<file path="src/rtl/cache_miss_ctrl.sv">
// Miss/hit sequencer for a 4-way set-associative cache: tag lookup, LRU touch,
// dirty-victim writeback burst and line refill burst.
module cache_miss_ctrl #(
   parameter  int WAY_NUM      = 4,
   parameter  int INDEX_WIDTH  = 4,
   parameter  int OFFSET_WIDTH = 4,
   parameter  int ADDR_WIDTH   = 32,
   localparam int TAG_WIDTH    = ADDR_WIDTH - INDEX_WIDTH - OFFSET_WIDTH,
   localparam int BURST_LEN    = 2 ** (OFFSET_WIDTH - 2),
   localparam int WORD_WIDTH   = $clog2(BURST_LEN)
) (
   input  logic                   clk_i,
   input  logic                   rst_i,
   input  logic                   cpu_req_i,
   input  logic                   cpu_we_i,
   input  logic [ADDR_WIDTH-1:0]  cpu_addr_i,
   output logic                   cpu_ready_o,
   output logic                   cpu_resp_o,
   input  logic [WAY_NUM-1:0]     hit_way_i,
   input  logic [WAY_NUM-1:0]     dirty_way_i,
   input  logic [WAY_NUM-1:0]     victim_way_i,
   input  logic [TAG_WIDTH-1:0]   victim_tag_i,
   output logic [WAY_NUM-1:0]     lru_hit_en_o,
   output logic [INDEX_WIDTH-1:0] lru_index_o,
   output logic                   tag_we_o,
   output logic                   tag_dirty_o,
   output logic [WAY_NUM-1:0]     fill_way_o,
   output logic                   data_we_o,
   output logic [WORD_WIDTH-1:0]  word_sel_o,
   output logic                   wb_rd_o,
   output logic                   mem_req_o,
   output logic                   mem_we_o,
   output logic [ADDR_WIDTH-1:0]  mem_addr_o,
   input  logic                   mem_ready_i,
   input  logic                   mem_rvalid_i
);

   // state  | meaning
   // IDLE   | ready for a CPU request
   // LOOKUP | tag compare result valid for latched index
   // WB     | writing dirty victim line back, one beat per mem_ready
   // REFILL | refill request issued, collecting mem_rvalid beats
   // UPDATE | write tag/valid/dirty, touch LRU with the filled way
   // RESP   | one-cycle completion pulse to the CPU
   typedef enum logic [2:0] {
      IDLE   = 3'd0,
      LOOKUP = 3'd1,
      WB     = 3'd2,
      REFILL = 3'd3,
      UPDATE = 3'd4,
      RESP   = 3'd5
   } state_t;

   localparam logic [WORD_WIDTH-1:0] BEAT_LAST = WORD_WIDTH'(BURST_LEN - 1);
   localparam logic [WORD_WIDTH-1:0] BEAT_ONE  = WORD_WIDTH'(1);
   localparam logic [WAY_NUM-1:0]    WAY0      = WAY_NUM'(1);

   state_t                 state_q, state_d;
   logic [TAG_WIDTH-1:0]   tag_q, tag_d;
   logic [INDEX_WIDTH-1:0] index_q, index_d;
   logic                   we_q, we_d;
   logic [WAY_NUM-1:0]     fill_way_q, fill_way_d;
   logic [TAG_WIDTH-1:0]   vtag_q, vtag_d;
   logic [WORD_WIDTH-1:0]  beat_q, beat_d;
   logic                   req_done_q, req_done_d;

   logic [WAY_NUM-1:0]     hit_sel;
   logic [WAY_NUM-1:0]     vic_sel;
   logic                   unused_offset;

   // Multi-hot inputs resolve to the lowest-numbered way.
   function automatic logic [WAY_NUM-1:0] lowest_one(input logic [WAY_NUM-1:0] v);
      logic [WAY_NUM-1:0] r;
      r = '0;
      for (int i = WAY_NUM - 1; i >= 0; i--) begin
         if (v[i]) begin
            r    = '0;
            r[i] = 1'b1;
         end
      end
      return r;
   endfunction

   assign unused_offset = ^cpu_addr_i[OFFSET_WIDTH-1:0];
   assign hit_sel       = lowest_one(hit_way_i);
   assign vic_sel       = (victim_way_i == '0) ? WAY0 : lowest_one(victim_way_i);

   always_ff @(posedge clk_i or posedge rst_i) begin
      if (rst_i) begin
         state_q    <= IDLE;
         tag_q      <= '0;
         index_q    <= '0;
         we_q       <= 1'b0;
         fill_way_q <= '0;
         vtag_q     <= '0;
         beat_q     <= '0;
         req_done_q <= 1'b0;
      end else begin
         state_q    <= state_d;
         tag_q      <= tag_d;
         index_q    <= index_d;
         we_q       <= we_d;
         fill_way_q <= fill_way_d;
         vtag_q     <= vtag_d;
         beat_q     <= beat_d;
         req_done_q <= req_done_d;
      end
   end

   always_comb begin
      state_d      = state_q;
      tag_d        = tag_q;
      index_d      = index_q;
      we_d         = we_q;
      fill_way_d   = fill_way_q;
      vtag_d       = vtag_q;
      beat_d       = beat_q;
      req_done_d   = req_done_q;

      cpu_ready_o  = 1'b0;
      cpu_resp_o   = 1'b0;
      lru_hit_en_o = '0;
      lru_index_o  = index_q;
      tag_we_o     = 1'b0;
      tag_dirty_o  = 1'b0;
      fill_way_o   = '0;
      data_we_o    = 1'b0;
      word_sel_o   = '0;
      wb_rd_o      = 1'b0;
      mem_req_o    = 1'b0;
      mem_we_o     = 1'b0;
      mem_addr_o   = '0;

      case (state_q)
         IDLE: begin
            cpu_ready_o = 1'b1;
            if (cpu_req_i) begin
               tag_d   = cpu_addr_i[ADDR_WIDTH-1 -: TAG_WIDTH];
               index_d = cpu_addr_i[OFFSET_WIDTH +: INDEX_WIDTH];
               we_d    = cpu_we_i;
               state_d = LOOKUP;
            end
         end

         LOOKUP: begin
            if (|hit_way_i) begin
               lru_hit_en_o = hit_sel;
               state_d      = RESP;
            end else begin
               fill_way_d = vic_sel;
               vtag_d     = victim_tag_i;
               beat_d     = '0;
               req_done_d = 1'b0;
               state_d    = (|(dirty_way_i & vic_sel)) ? WB : REFILL;
            end
         end

         WB: begin
            mem_req_o  = 1'b1;
            mem_we_o   = 1'b1;
            mem_addr_o = {vtag_q, index_q, {OFFSET_WIDTH{1'b0}}};
            wb_rd_o    = 1'b1;
            word_sel_o = beat_q;
            fill_way_o = fill_way_q;
            if (mem_ready_i) begin
               if (beat_q == BEAT_LAST) begin
                  beat_d     = '0;
                  req_done_d = 1'b0;
                  state_d    = REFILL;
               end else begin
                  beat_d = beat_q + BEAT_ONE;
               end
            end
         end

         REFILL: begin
            // The request is held only until the memory accepts it once.
            mem_req_o  = ~req_done_q;
            mem_addr_o = req_done_q ? '0 : {tag_q, index_q, {OFFSET_WIDTH{1'b0}}};
            word_sel_o = beat_q;
            fill_way_o = fill_way_q;
            if (mem_ready_i && !req_done_q) begin
               req_done_d = 1'b1;
            end
            if (mem_rvalid_i) begin
               data_we_o = 1'b1;
               if (beat_q == BEAT_LAST) begin
                  beat_d  = '0;
                  state_d = UPDATE;
               end else begin
                  beat_d = beat_q + BEAT_ONE;
               end
            end
         end

         UPDATE: begin
            tag_we_o     = 1'b1;
            tag_dirty_o  = we_q;
            fill_way_o   = fill_way_q;
            lru_hit_en_o = fill_way_q;
            state_d      = RESP;
         end

         RESP: begin
            cpu_resp_o = 1'b1;
            state_d    = IDLE;
         end

         default: state_d = IDLE;
      endcase
   end

endmodule

</file>
<file path="config.mk">
export PLATFORM = sky130hd
export DESIGN_NAME = cache_miss_ctrl
export DESIGN_NICKNAME = d
export VERILOG_FILES = /design/src/rtl/cache_miss_ctrl.sv
export SDC_FILE = /design/constraint.sdc
export NUM_CORES = 1
export LEC_CHECK = 0
export ABC_AREA = 1
export BUFFER_PORTS_ARGS = -buffer_cell sky130_fd_sc_hd__buf_4
export CAP_MARGIN = 20
export CORE_MARGIN = 2
export CORE_UTILIZATION = 48
export DETAILED_ROUTE_END_ITERATION = 8
export GPL_ROUTABILITY_DRIVEN = 0
export PLACE_DENSITY = 0.8
export SYNTH_ARGS = -nofsm -noshare
export SYNTH_HDL_FRONTEND = slang
export SYNTH_SLANG_ARGS = --single-unit
</file>
<file path="constraint.sdc">
create_clock -name clk_i -period 2.08 [get_ports clk_i]
set_input_delay 0 -clock clk_i [delete_from_list [all_inputs] [get_ports clk_i]]
set_output_delay 0 -clock clk_i [all_outputs]
set_load 0.02 [all_outputs]
</file>
After elaboration in Yosys (flattened, before gate mapping)
Index checks and enable logic that the tools add are counted.
Widths: inputs -> output; s select.
{"block": "op_classes", "addsub": 1, "multipliers": 0, "div": 0, "order_cmp": 0, "n_eq_ne": 13, "n_shift": 0, "mux": 41, "bitwise_logic": 3, "reduce_logical": 14}
{"op": "$pmux 32 s2", "count": 1}
{"op": "$mux 4", "count": 11}
{"op": "$mux 32", "count": 1}
{"op": "$mux 3", "count": 6}
{"op": "$pmux 3 s5", "count": 1}
{"op": "$ne 2x2->1 const B", "count": 7}
{"op": "$mux 1", "count": 12}
{"op": "$mux 2", "count": 5}
{"op": "$reduce_and 5->1", "count": 2}
{"op": "$pmux 4 s2", "count": 1}
{"op": "$reduce_or 4->1", "count": 2}
{"op": "$eq 3x2->1 const B", "count": 2}
{"op": "$eq 3x3->1 const B", "count": 2}
{"op": "$pmux 2 s3", "count": 1}
{"op": "$and 4x4->4", "count": 1}
{"op": "$logic_not 4->1", "count": 1}
{"op": "$reduce_and 2->1", "count": 2}
{"op": "$reduce_and 4->1", "count": 1}
{"op": "$eq 3x1->1 const B", "count": 1}
{"op": "$logic_not 3->1", "count": 1}
{"op": "$pmux 1 s3", "count": 1}
{"op": "$reduce_bool 3->1", "count": 1}
{"op": "$reduce_or 3->1", "count": 1}
{"op": "$add 2x1->2 const B", "count": 1}
{"op": "6 further kinds", "count": 7}
{"block": "word_totals", "regBits": 63, "latchBits": 0, "mem_bits_rw": 0, "romBits": 0, "inputBits": 74, "output_inout_bits": 54, "word_cells": 80, "memories": 0}

Depth between registers and ports, before layout
Gate-level depths: netlist of the first run.
{"block": "logic_depth", "ltp_word": 10, "depth_mapped": 8, "ltp_nobuf": 8}

Worst setup path before layout of the first run
OpenSTA, ideal clock, no wires.
{"block": "synth_timing", "kind": "register -> output", "startpoint": "reg state_q[1]", "endpoint": "out lru_hit_en_o[0]", "arrival_time_ns": 1.706, "t_required_ns": 2.080, "path_slack_ns": 0.374, "stages_incl_launch_ff": 6, "n_path_buf": 0, "path_cell_list": "dfrtp_1 -> nor2_2 -> inv_2 -> nor2_1 -> inv_1 -> o21ai_0"}
{"block": "synth_via", "elab_chain_cells": 2, "word_cells_on_any_way": 3, "classes_between": "eq/ne: 2; mux: 1"}
{"element": "start: declaration", "line": "58", "source": "state_t state_q, state_d;"}
{"element": "start signal: assignment", "line": "99", "source": "state_q <= state_d;"}
{"element": "$eq 3x3->1 or $eq 3x1->1 (tied branches)", "line": "134", "source": "case (state_q)"}
{"element": "$pmux 4 s2 (*)", "line": "134"}
{"element": "end: declaration", "line": "23", "source": "output logic [WAY_NUM-1:0] lru_hit_en_o,"}
Every way passes the cells marked *; elsewhere a longest branch is shown, timed or not.

Final worst setup path of the first run
{"block": "layout_timing", "startpoint": "reg state_q[2]", "endpoint": "out mem_addr_o[21]"}
{"block": "layout_via", "elab_chain_cells": 2, "word_cells_on_any_way": 3, "classes_between": "eq/ne: 2; mux: 1"}
{"element": "$eq 3x2->1", "line": "134"}
{"element": "$pmux 32 s2 (*)", "line": "134"}
{"element": "end: declaration", "line": "33", "source": "output logic [ADDR_WIDTH-1:0] mem_addr_o,"}
Marks and branches as above.

==> results.md, run 1 <==
- Placement row count: 29
- Hold-critical path endpoint: fill_way_q[3]$_DFFE_PP0P_
- Vias per cell: 5.00
- Crit-path leading delay family: buffers and inverters
- Total CTS buffers: 9
- I/O pin total: 128
- Status: finished, final reports clean
- Hold Vio Cnt, Final: 0
- Crit path DAT: 1.90 ns
- N_diodes: 0
- First-pass GRT wire length: 14700 um
- Cells after synthesis: 373
- Critical Path Fanout Max: 16
- Reg2reg end: fill_way_q[1]$_DFFE_PP0P_
- Layout area overhead: 54.7%
- Share of cells above drive strength 1: 30.8%
- Total wire length: 8960 um
- Avg Cell Area, Syn: 8.37 um^2
- Root Buffer Master: clkbuf_8
- Layout Nets: 628
- Drt pass-1 iters: 4
- Max H-tree Level: 3
- FMAX: 527 MHz
- Largest net degree at the start of global routing: 45
- P per Cell Area: 1040 nW/um^2
- Final Max Tran Viols: 0
- CP Launch Type: flip-flop
- Crit Path Class: reg -> out
- CP Depth: 6
- Final setup TNS: 0 ns
- Starting Density: 49.5%
- Max cap viols: 0
- Post-synthesis compound-gate area fraction: 12.2%
- VDD IR max: 0.819 mV
- Total core area: 6310 um^2
- # setup viols final: 0
- Total congestion overflow: 0
- Initial antenna violation count: 0
- Synth cell types: 29
- Critical Path Sink Type: output port
- Total track usage: 25.8%
- Crit share post-route: 91.2%
- Critical path's slowest cell: dfrtp_1
- Final setup skew: 0.00923 ns
- CTS tree: built
- Worst-path clk slew: 0.07 ns
- Die area: 7170 um^2
- Relative slew slack: 62.4%
- Post-DP HPWL: 5460 um
- Die H: 84.7 um
- Warnings, synthesis: 0
- Synth Register Bits: 63
- Antenna viol nets, final: 0
- Initial DRC count: 165
- Largest family of logic cells by synthesized area: simple AND/OR/NAND/NOR gates
- Unrepaired setup endpoints after global routing: no
- Least-Margin Pin Slew: 0.563 ns
- Reg2Reg Setup Slack: 0.23 ns
- Routed len/inst: 14.2 um
- Residual DRC: 0
- Critical Path Max Stage Delay: 0.45 ns
- Worst Hold Depth: 4
- WP buf/inv: 3
- Synth Cell Area: 3120 um^2
- Vias: 3162
- R2R Path Start: state_q[0]$_DFFE_PP0P_
- Die width: 84.7 um
- Post-synthesis adder-cell area fraction: 0.401%
- CTS sink cnt: 63
- Path depth of the worst reg2reg path: 7
- Post-layout util: 76.5%
- Crit path cell chain: inv_2 > nand2_2 > nor2_2 > inv_1 > o21ai_0 > buf_4
- Mux cell area share after synthesis: 6.13%
- Xor/xnor share of the synthesized area: 0%
- Clock Latency Late Sink: 0.33 ns
- Clock buffer depth: 2
- Hold_sp: victim_way_i[0]
- Final min period: 1.90 ns
- Simple-gate share of the synthesized area: 19.9%
- Critical path required time: 2.08 ns
- Count of input and output buffers: 119
- Worst Hold Slack: 0.0121 ns
- Vias in the first global route: 3203
- Hold WC Path Type: in -> reg
- Sequential-to-total area share from yosys stat: 50.5%
- Leak Pwr: 2.51 nW
[through the flow]
stage                     instances  setup WS, ns  area, um^2  power [W]
final                           633         0.183        4830    0.00503
after floorplan                 376         0.374        3130    0.00336
after CTS                       630        0.0478        4800    0.00498
after global routing            633        0.0308        4830    0.00537
after detailed placement        559         0.345        4070    0.00397
after global placement          559         0.405        4070    0.00389
[layer usage]
layer  global-route usage [%]  vias up  part of all wire [%]
li1                         -     1525                     -
met1                     29.7     1484                    38
met2                     47.9      132                    54
met3                     5.51       21                   5.7
met4                     7.94        0                   1.9
met5                        0        -                     0
[state kept, by name (all words and copies together), names as in the netlist]
| signal | flops |
|---|---|
| we_q | 1 |
| beat_q | 2 |
| vtag_q | 24 |
| lru_index_o | 4 |
| req_done_q | 1 |
| state_q | 3 |
| fill_way_q | 4 |
| tag_q | 24 |
[how the worst max path moves through the flow]
stage | start | endpoint | slack [ns]
after CTS | state_q[1]$_DFFE_PP0P_ | fill_way_q[1]$_DFFE_PP0P_ | 0.05
after floorplan | state_q[1]$_DFFE_PP0P_ | lru_hit_en_o[0] | 0.37
after global placement | state_q[1]$_DFFE_PP0P_ | tag_q[16]$_DFFE_PP0P_ | 0.40
final | state_q[2]$_DFFE_PP0P_ | mem_addr_o[21] | 0.18
after detailed placement | state_q[1]$_DFFE_PP0P_ | tag_q[10]$_DFFE_PP0P_ | 0.34
after global routing | state_q[2]$_DFFE_PP0P_ | mem_addr_o[25] | 0.03
[cell families (layout without fill, tap and decap cells)]
group,Yosys count,in the layout
multiplexers,14,14
AO/OA/AOI/OAI,73,73
other,1,4
flip-flops,63,63
adder cells (fa/ha/maj),1,1
buffers and inverters,76,256
AND/OR/NAND/NOR,145,145
[synth_stat cells]
library cell	n	area share, %
nand2_1	81	9.7
dfrtp_1	63	50
inv_1	52	6.3
o21ai_0	48	7.7
nor2_1	38	4.6
a21oi_1	17	2.7
nand3_1	12	1.9
mux2_4	9	4.3
buf_2	8	1.3
buf_4	7	1.7
inv_2	7	0.84
mux2_2	5	1.8
nor2_2	3	0.60
nor2_4	3	1.1
nor3_1	3	0.48
o22ai_1	3	0.60
buf_6	2	0.72
a22o_1	1	0.28
a22oi_1	1	0.24
conb_1	1	0.12
ha_1	1	0.40
nand2_2	1	0.20
nand2_4	1	0.36
nand4_1	1	0.20
nor3_4	1	0.52
o21ai_1	1	0.16
o21bai_1	1	0.24
o32ai_1	1	0.28
or2_2	1	0.20
[worst reg2reg max path, cell delays in order (launching register included)]
cell,delay (ns)
dfrtp_1,0.47
inv_2,0.11
nor3_4,0.24
inv_2,0.09
nor2_4,0.13
nand3_1,0.08
dlygate4sd3_1,0.57
o21ai_0,0.08
[repair_timing]
action                     CTS  global route
setup endpoints to repair    0            16
setup buffers                0             3
hold endpoints to repair    79             0
hold buffers                57             0
gates resized for setup      0             3
[cells in the final DEF, fill, tap and decap left out]
| cell | instances |
|---|---|
| buf_4 | 123 |
| nand2_1 | 81 |
| dfrtp_1 | 62 |
| dlygate4sd3_1 | 57 |
| inv_1 | 51 |
| o21ai_0 | 47 |
| nor2_1 | 38 |
| a21oi_1 | 17 |
| nand3_1 | 12 |
| clkbuf_8 | 11 |
| mux2_4 | 9 |
| inv_2 | 8 |
| mux2_2 | 5 |
| nor2_4 | 4 |
| conb_1 | 4 |
| o22ai_1 | 3 |
| nor3_1 | 3 |
| nor2_2 | 2 |
| o21ai_1 | 2 |
| clkbuf_1 | 2 |
| buf_12 | 2 |
| nor3_4 | 1 |
| nand2_4 | 1 |
| nand2_2 | 1 |
| nand4_1 | 1 |
| a22o_1 | 1 |
| o32ai_1 | 1 |
| o21bai_1 | 1 |
| or2_2 | 1 |
| a22oi_1 | 1 |
| ha_1 | 1 |
| clkinv_2 | 1 |
| buf_6 | 1 |
| dfrtp_2 | 1 |
[cell type report]
class                           count  area [um^2]
Sequential cell                    63         1580
Timing Repair Buffer              183         1550
Fill cell                         430         1480
Multi-Input combinational cell    237         1230
Inverter                           59          221
Clock buffer                       13          159
Tap cell                           77         96.3
Clock inverter                      1         5.00
[power by group]
part	switching (W)	total [W]	leakage, nW	internal (W)
sequential	0.000287	0.00209	0.741	0.00180
clock	0.000427	0.000911	0.0854	0.000483
combinational	0.00112	0.00203	1.68	0.000903
Power figures use the tool's default switching activity.
==> run 2: changes to the inputs <==
CORE_ASPECT_RATIO = 2   (was default)
==> run 2 against run 1 <==
Utilization is 3.5 points higher. Combinational power is 2% higher. Maximum frequency is 5.0% lower. Register-to-register slack better by 0.04 ns. First-iteration DRC count is 7.3% lower. Worst setup slack worse by 0.10 ns. Clock power is 51% higher. Design area is 4.5% higher. Critical path depth is 2 higher. Largest power group unchanged.
==> results.md, run 2 (synthesis gave the netlist of run 1 again) <==
- Status: finished, final reports clean (unchanged)
- Largest regs: tag_q x24, vtag_q x24 (unchanged)
- Worst-path clk slew: 0.05 ns (was 0.07 ns)
- Count of input and output buffers: 119 (unchanged)
- Psw: 0.00192 W (was 0.00184 W)
- Combinational share of power: 37.5% (was 40.3%)
- Antenna viol nets, final: 0 (unchanged)
- Vias per cell: 5.02 (was 5.00)
- Total wire length: 9710 um (was 8960 um)
- Clock Latency Late Sink: 0.32 ns (was 0.33 ns)
- Critical Path Sink Type: output port (unchanged)
- Sequential Power Share: 37.7% (was 41.6%)
- Total track usage: 28.4% (was 25.8%)
- Crit Path Class: reg -> out (unchanged)
- Die H: 118 um (was 84.7 um)
- Hold Vio Cnt, Final: 0 (unchanged)
- Initial antenna violation count: 0 (unchanged)
- Max cap viols: 0 (unchanged)
- Placement row count: 41 (was 29)
- CTS sink cnt: 63 (unchanged)
- Unrepaired setup endpoints after global routing: no (unchanged)
- Share of cells above drive strength 1: 32.3% (was 30.8%)
- Max H-tree Level: 3 (unchanged)
- Residual DRC: 0 (unchanged)
- I/O pin total: 128 (unchanged)
- Critical path required time: 2.08 ns (about the same)
- Most common cell after layout, fill and taps aside: buf_4 (unchanged)
- Root Buffer Master: clkbuf_16 (was clkbuf_8)
- Die area: 7210 um^2 (was 7170 um^2)
- Vias: 3270 (was 3162)
- Post-DP HPWL: 5950 um (was 5460 um)
- Vias in the first global route: 3401 (was 3203)
- Crit share post-route: 96.0% (was 91.2%)
- Relative slew slack: 60.6% (was 62.4%)
- CP Launch Type: flip-flop (unchanged)
- CTS tree: built (unchanged)
- Drt pass-1 iters: 4 (unchanged)
- Internal Power: 0.00364 W (was 0.00319 W)
- Total power: 0.00556 W (was 0.00503 W)
- VDD IR max: 0.840 mV (was 0.819 mV)
- Clock network power share: 24.8% (was 18.1%)
- First-pass GRT wire length: 15200 um (was 14700 um)
- Hold WC Path Type: in -> reg (unchanged)
- Initial DRC count: 153 (was 165)
- Total core area: 6310 um^2 (about the same)
- Clock buffer depth: 2 (unchanged)
- Layout Nets: 637 (was 628)
- Most frequent cells in the layout: 132 x buf_4, 81 x nand2_1, 61 x dfrtp_1, 56 x dlygate4sd3_1, 50 x inv_1 (was 123 x buf_4, 81 x nand2_1, 62 x dfrtp_1, 57 x dlygate4sd3_1, 51 x inv_1)
- FMAX: 501 MHz (was 527 MHz)
- Leak Pwr: 2.62 nW (was 2.51 nW)
- # setup viols final: 0 (unchanged)
- Crit path DAT: 2.00 ns (was 1.90 ns)
- Critical Path Fanout Max: 10 (was 16)
- Total CTS buffers: 9 (unchanged)
- Final setup skew: 0.00387 ns (was 0.00923 ns)
- Final Max Tran Viols: 0 (unchanged)
- Die width: 61.0 um (was 84.7 um)
- Total congestion overflow: 0 (unchanged)
- Routed len/inst: 14.9 um (was 14.2 um)
- N_diodes: 0 (unchanged)
- Largest net degree at the start of global routing: 45 (unchanged)
- Final setup TNS: 0 ns (unchanged)
- Least-Margin Pin Slew: 0.590 ns (was 0.563 ns)
- Final min period: 2.00 ns (was 1.90 ns)
- Switch share: 34.6% (was 36.5%)
- Layout area overhead: 61.7% (was 54.7%)
- Starting Density: 49.5% (about the same)
- P per Cell Area: 1100 nW/um^2 (was 1040 nW/um^2)
run 2: what timing repair did:
item | 4_1_cts | 5_1_grt
endpoints found under the setup margin | 4 | 25
hold buffers | 56 | 0
endpoints found under the hold margin | 83 | 0
pin swaps | 1 | 3
resized for setup | 0 | 8
cloned | 0 | 0
setup buffers | 2 | 8
run 2: metal layers:
layer / wire length, um / global-route usage [%]
met1: 3450 / 30.1
met2: 5520 / 49.3
met3: 404 / 4.62
met4: 341 / 16.3
met5: 0 / 0
run 2: worst paths after layout:
path	start	end	slack, ns	cells past startpoint
min in group asynchronous	rst_i	vtag_q[10]$_DFFE_PP0P_	0.31	3
setup reg to reg	state_q[0]$_DFFE_PP0P_	vtag_q[19]$_DFFE_PP0P_	0.27	7
hold / removal	victim_way_i[0]	fill_way_q[1]$_DFFE_PP0P_	0.03	4
hold reg to reg	vtag_q[23]$_DFFE_PP0P_	vtag_q[23]$_DFFE_PP0P_	0.48	2
setup / recovery	state_q[2]$_DFFE_PP0P_	mem_addr_o[12]	0.08	8
max in group asynchronous	rst_i	lru_index_o[2]$_DFFE_PP0P_	1.05	4
run 2: critical path, stage by stage, from the launching register on:
cell	delay, ns
dfrtp_2	0.45
inv_2	0.13
nand2_4	0.11
nor2_4	0.15
inv_2	0.06
nor2_4	0.17
inv_2	0.15
o21ai_1	0.25
buf_4	0.20
run 2: cell type report:
type | count | area [um^2]
fill | 408 | 1260
tap | 86 | 108
clock buffer | 15 | 278
inverter | 59 | 225
sequential | 63 | 1580
multi-input combinational | 237 | 1240
timing repair buffer | 192 | 1620
run 2: metrics by stage:
stage	hold WS (ns)	cell area [um^2]	cells	worst slack, ns	utilization [%]
after global placement	0.107	4090	571	0.366	64.8
after CTS	0.0123	4960	644	0.0424	78.5
after floorplan	0.117	3130	376	0.374	-
after detailed placement	0.106	4090	571	0.333	64.8
after global routing	0.0289	5050	652	0.00765	80.0
final	0.0296	5050	652	0.0831	80.0
run 2: power groups by stage:
stage	sequential, W	combinational (W)	clock, W
final	0.00210	0.00208	0.00138
after global routing	0.00215	0.00230	0.00145
after CTS	0.00207	0.00201	0.00140
after detailed placement	0.00208	0.00190	0
after global placement	0.00206	0.00185	0
after floorplan	0.00206	0.00130	0
